File: src/rtl/encdec_pkg.sv
// Shared types and sizes for the config load sequencer.
// Holds the FSM encoding and the byte/timeout counter widths.
package encdec_pkg;

  typedef enum logic [1:0] {
    S_IDLE,
    S_LOAD,
    S_COMMIT,
    S_ERROR
  } state_t;

  localparam int CFG_BYTES = 8;
  localparam int CNT_W     = 4;
  localparam int GAP_W     = 8;

endpackage

File: src/rtl/cfg_load_sequencer.sv
// Loads an 8-byte config word plus XOR checksum from a byte stream
// and commits it to the config register with a one-cycle strobe.
module cfg_load_sequencer
  import encdec_pkg::*;
#(
  parameter int TIMEOUT = 255
) (
  input  logic        clk,
  input  logic        rst,
  input  logic        start,
  input  logic        byte_valid,
  input  logic [7:0]  byte_data,
  output logic        cfg_wen,
  output logic [63:0] cfg_data_out,
  output logic        busy,
  output logic        done,
  output logic        err,
  output logic        hold_enable
);

  state_t           state_q, state_d;
  logic [CNT_W-1:0] cnt_q, cnt_d;
  logic [GAP_W-1:0] gap_q, gap_d;
  logic [7:0]       sum_q, sum_d;
  logic [63:0]      asm_q, asm_d;
  logic [63:0]      out_q, out_d;

  always_ff @(posedge clk) begin
    if (rst) begin
      state_q <= S_IDLE;
      cnt_q   <= '0;
      gap_q   <= '0;
      sum_q   <= '0;
      asm_q   <= '0;
      out_q   <= '0;
    end else begin
      state_q <= state_d;
      cnt_q   <= cnt_d;
      gap_q   <= gap_d;
      sum_q   <= sum_d;
      asm_q   <= asm_d;
      out_q   <= out_d;
    end
  end

  always_comb begin
    state_d = state_q;
    cnt_d   = cnt_q;
    gap_d   = gap_q;
    sum_d   = sum_q;
    asm_d   = asm_q;
    out_d   = out_q;
    unique case (state_q)
      S_IDLE, S_ERROR: begin
        if (start) begin
          state_d = S_LOAD;
          cnt_d   = '0;
          gap_d   = '0;
          sum_d   = '0;
          asm_d   = '0;
        end
      end
      S_LOAD: begin
        if (byte_valid) begin
          gap_d = '0;
          if (cnt_q == CNT_W'(CFG_BYTES)) begin
            // Output word only moves on a good checksum.
            if (byte_data == sum_q) begin
              state_d = S_COMMIT;
              out_d   = asm_q;
            end else begin
              state_d = S_ERROR;
            end
          end else begin
            asm_d[{cnt_q[2:0], 3'b000} +: 8] = byte_data;
            sum_d = sum_q ^ byte_data;
            cnt_d = cnt_q + CNT_W'(1);
          end
        end else begin
          gap_d = gap_q + GAP_W'(1);
          if (gap_d == GAP_W'(TIMEOUT)) state_d = S_ERROR;
        end
      end
      S_COMMIT: state_d = S_IDLE;
      default:  state_d = S_IDLE;
    endcase
  end

  assign cfg_wen      = (state_q == S_COMMIT);
  assign done         = (state_q == S_COMMIT);
  assign err          = (state_q == S_ERROR);
  assign busy         = (state_q != S_IDLE);
  assign hold_enable  = busy;
  assign cfg_data_out = out_q;

endmodule

File: config.mk
export PLATFORM = sky130hd
export DESIGN_NAME = cfg_load_sequencer
export DESIGN_NICKNAME = d
export VERILOG_FILES = /design/src/rtl/encdec_pkg.sv /design/src/rtl/cfg_load_sequencer.sv
export SDC_FILE = /design/constraint.sdc
export NUM_CORES = 1
export LEC_CHECK = 0
export BUFFER_PORTS_ARGS = -buffer_cell sky130_fd_sc_hd__buf_2
export CORE_MARGIN = 2
export CORE_UTILIZATION = 52
export DETAILED_ROUTE_END_ITERATION = 10
export PLACE_DENSITY_LB_ADDON = 0.25
export SLEW_MARGIN = 10
export SYNTH_ARGS = -nofsm -noshare
export SYNTH_HDL_FRONTEND = slang
export SYNTH_SLANG_ARGS = --single-unit
File: constraint.sdc
create_clock -name clk -period 2.4 [get_ports clk]
set_clock_uncertainty 0.05 [all_clocks]
set_input_delay 0.48 -clock clk [delete_from_list [all_inputs] [get_ports clk]]
set_output_delay 0.48 -clock clk [all_outputs]
set_load 0.05 [all_outputs]
; Word level (Yosys, flattened, before mapping)
; Index checks and enable logic that the tools add are counted.
[totals]
ff_bits = 150
in_bits = 12
output_inout_bits = 69
[classes]
addsub = 3
eq_ne = 11
shift = 2
n_mux = 21
bitwise = 1
reduce_logical = 8
[ops]
columns = cell, count
row1 = $mux 64, 3
row2 = $pmux 64 s2, 1
row3 = $bwmux 64, 1
row4 = $shift 8x8->64 const A, 1
row5 = $shiftx 8x8->64, 1
row6 = $mux 8, 4
row7 = $pmux 8 s2, 2
row8 = $mux 4, 3
row9 = $add 8x1->8 const B, 1
row10 = $eq 8x8->1, 1
row11 = $eq 8x8->1 const B, 1
row12 = $mux 2, 4
row13 = $neg 6->8, 1
row14 = $pmux 4 s2, 1
row15 = $reduce_and 4->1, 2
row16 = $xor 8x8->8, 1
row17 = $ne 2x2->1 const B, 3
row18 = $ne 3x3->1 const B, 2
row19 = $pmux 2 s3, 1
row20 = $add 4x1->4 const B, 1
row21 = $eq 2x2->1 const B, 2
row22 = $eq 4x4->1 const B, 1
row23 = $reduce_bool 2->1, 2
row24 = $reduce_and 3->1, 1
row25 = 5 further kinds, 5

; Logic depth before layout (Yosys ltp)
[depth]
depth_word = 6
mapped_depth = 9
depth_no_buf = 8

; Worst setup path after synthesis
; Ideal clock, no wire load.
[synth_timing]
path_type = reg2reg
start = reg cnt_q[0]
end = reg asm_q[56]
setup_ps = 128
arrival_time_ps = 2085
required_time_ps = 2222
path_slack_ps = 137
stages_incl_launch_ff = 9
path_buffers = 0
cell_sequence = dfxtp_1 -> inv_1 -> ha_1 -> ha_1 -> nor3b_1 -> nor3b_2 -> o21ai_0 -> a22oi_1 -> nor2_1
[synth_between]
elab_chain_len = 6
[synth_lines]
columns = element, line_no
row1 = start: declaration, cfg_load_sequencer.sv:22  ; logic [CNT_W-1:0] cnt_q, cnt_d;
row2 = start signal: assignment, cfg_load_sequencer.sv:38  ; cnt_q <= cnt_d;
row3 = $neg 6->8, cfg_load_sequencer.sv:75  ; asm_d[{cnt_q[2:0], 3'b000} +: 8] = byte_data;
row4 = $shiftx 8x8->64 or $shift 8x8->64 (tied branches), cfg_load_sequencer.sv:75
row5 = $bwmux 64, cfg_load_sequencer.sv:75
row6 = $mux 64, cfg_load_sequencer.sv:66  ; if (cnt_q == CNT_W'(CFG_BYTES)) begin
row7 = $mux 64, cfg_load_sequencer.sv:64  ; if (byte_valid) begin
row8 = $pmux 64 s2, cfg_load_sequencer.sv:53  ; unique case (state_q)
row9 = end signal: assignment, cfg_load_sequencer.sv:41  ; asm_q <= asm_d;
row10 = end: declaration, cfg_load_sequencer.sv:25  ; logic [63:0] asm_q, asm_d;
; Parallel ways exist; a longest one is shown, timed or not. The select of a mux whose other input is x is not followed.
; A chain may end at the register's enable or synchronous reset.

; Worst setup path in the final report
[layout_timing]
start = reg state_q[1]
end = reg asm_q[35]
[layout_between]
elab_chain_len = 4
[layout_lines]
columns = element, line_no
row1 = start: declaration, cfg_load_sequencer.sv:21  ; state_t state_q, state_d;
row2 = start signal: assignment, cfg_load_sequencer.sv:37  ; state_q <= state_d;
row3 = $eq 2x2->1 or $logic_not 2->1 (tied branches), cfg_load_sequencer.sv:53
row4 = $reduce_or 2->1, cfg_load_sequencer.sv:53
row5 = $ne 2x2->1 (no source line) or $reduce_bool 2->1 (tied branches), -
row6 = $reduce_and 4->1 (no source line), -
; Parallel ways exist; a longest one is shown, timed or not.

==> reports/qor.yml <==
outcome: "finished, violations left"
violations: "DRC"
yosys-top-cells-area: "dfxtp_1, a21oi_1, nand2_1"
crit_type: "flop to flop"
max_freq_mhz: 433
fillerInstances: 984
cp.required_ns: 2.67
cp_max_fo: 15
crit_arrival_ns: 2.58
num_vias: 5563
grt_pass1_wl_mm: 25.6
cts_made_buffers: 17
fp.dieW_um: 113
p_int_mw: 4.68
synth_warnings: 0
synth_fp_nets: 764
switching_share_pct: 33.6
clk_latency_ns: 0.43
use_met3_pct: 5.30
vias_per_cell: 5.71
place_hpwl_mm: 10.3
final_cell_area_um2: 7430
setup_viol: 0
drive_gt1_share_pct: 21.1
wl_mm: 15.5
h-tree-depth: 4
met2_usage_pct: 40.7
num_rows: 39
final_antenna_net_count: 0
cap_viol_max_count: 0
hold_path_startpoint: "rst"
pwr-share-seq_pct: 36.9
async_flop_share_pct: 0
crit_chain: "inv_1 > ha_1 > buf_4 > nand2_1 > a211oi_4 > buf_4 > and4_4 > o22ai_1 > a32o_1"
mostFrequentLayoutCells: "nand2_1, dfxtp_1, a21oi_1"
power.switching_mw: 2.37
worstMarginPinSlew_ns: 0.564
grt_max_degree: 81
synth_cell_types: 58
startpoint_type: "flop"
register_area_um2: 3000
gr-total-overflow: 0
final_common_cell: "nand2_1"
globalplace.congestion: 0.945
busiest_layer: "met2"
io_buffers: 80
grt_usage_pct: 25.0
cts-root-buf: "clkbuf_16"
ys_ff_latch: 150
grt_pass1_vias: 5247
crit_slowest_cell: "dfxtp_1"
dp_cells: 939
cpPeakStageDelay_ns: 0.33
clock_path_buffers: 2
die_y_um: 113
cts_tree: "done"
rsz0062_at_grt: "yes"
crit_start: "state_q[1]$_SDFFE_PP0P_"
r2r_start: "state_q[1]$_SDFFE_PP0P_"
antenna_cells: 0
hold_viol: 0
grt_use_met1_pct: 32.4
yosysTopAreaCellShare_pct: 48.5
antenna_found_initial: 0
ir_drop_v: 0.000956
synth-edff-count: 0
wl_per_cell_um: 15.9
hold_class: "primary input to flop"
synth_top_area_cell: "dfxtp_1"
pwr-share-comb_pct: 27.5
multi_input_area_um2: 2970
crit_path_end_kind: "flop"
ios: 81
firstDrtPassIters: 8
area_delta_synth_final_pct: 20.0
synthCells: 743
layout.nets: 839
layout_worst_path_cycle_share_pct: 96.3
period_needed_ns: 2.31
clock-sinks: 150
drt_iter0_drc: 418
synth_ff_type: "dfxtp_1"
slew_violations: 0
crit_path_frequent_cell: "buf_4"
p_clk_share_pct: 35.6
start_util_pct: 53.8
relSlewSlack_pct: 62.0
power.leakage_nw: 2.79
ys_seq_area_share_pct: 48.5
clk_pin_slew_worst_paths_ns: 0.06
syn-cell-area_um2: 6190
instances_no_fill: 974
core_um2: 11500
syn_avg_cell_area_um2: 8.33
dieArea_um2: 12800
power.density_nw_per_um2: 948
place_area_um2: 6770
route.detailed.drc: 6
==> routing by layer <==
metal  routed length, µm  vias to the layer above  share of wire, %
met1                7000                     2650                45
met4                 307                        0               2.0
met2                7310                      164                47
li1                    -                     2722                 -
met5                   0                        -                 0
met3                 831                       27               5.4
==> cells in the mapped netlist (9+ instances only) <==
master    number
a22o_1        15
nor2_1        35
a22oi_1       12
a21oi_1      117
nand3b_1      14
ha_1           9
nand3_1       66
nand2_1      154
xor2_1         9
dfxtp_1      150
o21ai_0       15
buf_2         16
clkbuf_1      34
==> flip-flops by register name, summed over array words and instances, names as in the netlist <==
signal,cells
state_q,2
sum_q,8
cnt_q,4
cfg_data_out,64
gap_q,8
asm_q,64
==> power groups by stage <==
| stage | clock, mW | sequential (mW) | combinational, mW |
|---|---|---|---|
| 6_report | 2.51 | 2.60 | 1.93 |
| 5_1_grt | 2.64 | 2.61 | 2.08 |
| 4_1_cts | 2.53 | 2.60 | 1.75 |
| 3_5_place_dp | 0 | 2.65 | 1.73 |
| 3_3_place_gp | 0 | 2.65 | 1.69 |
| 2_1_floorplan | 0 | 2.64 | 1.26 |
==> worst paths after layout <==
check,to,slack (ns),cells after the start
worst max-delay path,asm_q[35]$_SDFFE_PP0P_,0.09,9
worst min-delay path,gap_q[2]$_SDFFE_PP0P_,0.34,2
worst max register to register,asm_q[35]$_SDFFE_PP0P_,0.09,9
worst min register to register,cfg_data_out[35]$_SDFFE_PP0P_,0.40,2
==> critical path, delay by kind of cell (launching register included) <==
kind,cells,cell delay [ns]
AO/OA/AOI/OAI,3,0.63
AND/OR/NAND/NOR,2,0.48
buffers and inverters,3,0.45
flip-flops,1,0.33
adder cells (fa/ha/maj),1,0.24
==> final cells by class <==
class | count | share of cell area, %
flip-flops and latches | 150 | 40.4
inverters | 8 | 0.404
multi-input cells | 529 | 40.0
repair buffers | 112 | 9.21
well taps | 143 | 2.41
clock inverters | 11 | 1.35
clock buffers | 21 | 6.20
==> logic make-up (layout without fill, tap and decap cells) <==
logic type / Yosys count / count (layout) / share of synthesized area (%)
AO/OA/AOI/OAI: 180 / 180 / 17.1
AND/OR/NAND/NOR: 321 / 321 / 25.0
multiplexers: 7 / 7 / 1.21
buffers and inverters: 64 / 152 / 4.63
XOR/XNOR: 12 / 12 / 1.70
flip-flops: 150 / 150 / 48.5
adder cells (fa/ha/maj): 9 / 9 / 1.82
==> metrics by stage <==
step / hold WS [ns] / utilization, % / worst slack, ns / TNS (ns) / total power, mW
floorplan: 0.386 / - / 0.137 / 0 / 3.90
finish: 0.341 / 64.5 / 0.0900 / 0 / 7.04
global placement: 0.386 / 58.8 / 0.164 / 0 / 4.34
CTS: 0.331 / 63.7 / 0.0475 / 0 / 6.88
global route: 0.358 / 64.5 / -0.0208 / -0.0339 / 7.32
detailed placement: 0.391 / 58.8 / 0.0467 / 0 / 4.39
==> timing repair <==
action,CTS,global route
hold buffers,0,0
gates resized for setup,0,16
buffers inserted,0,3
endpoints found under the setup margin,0,38
endpoints found under the hold margin,0,0
No activity file was read; power rests on OpenSTA's default activity.
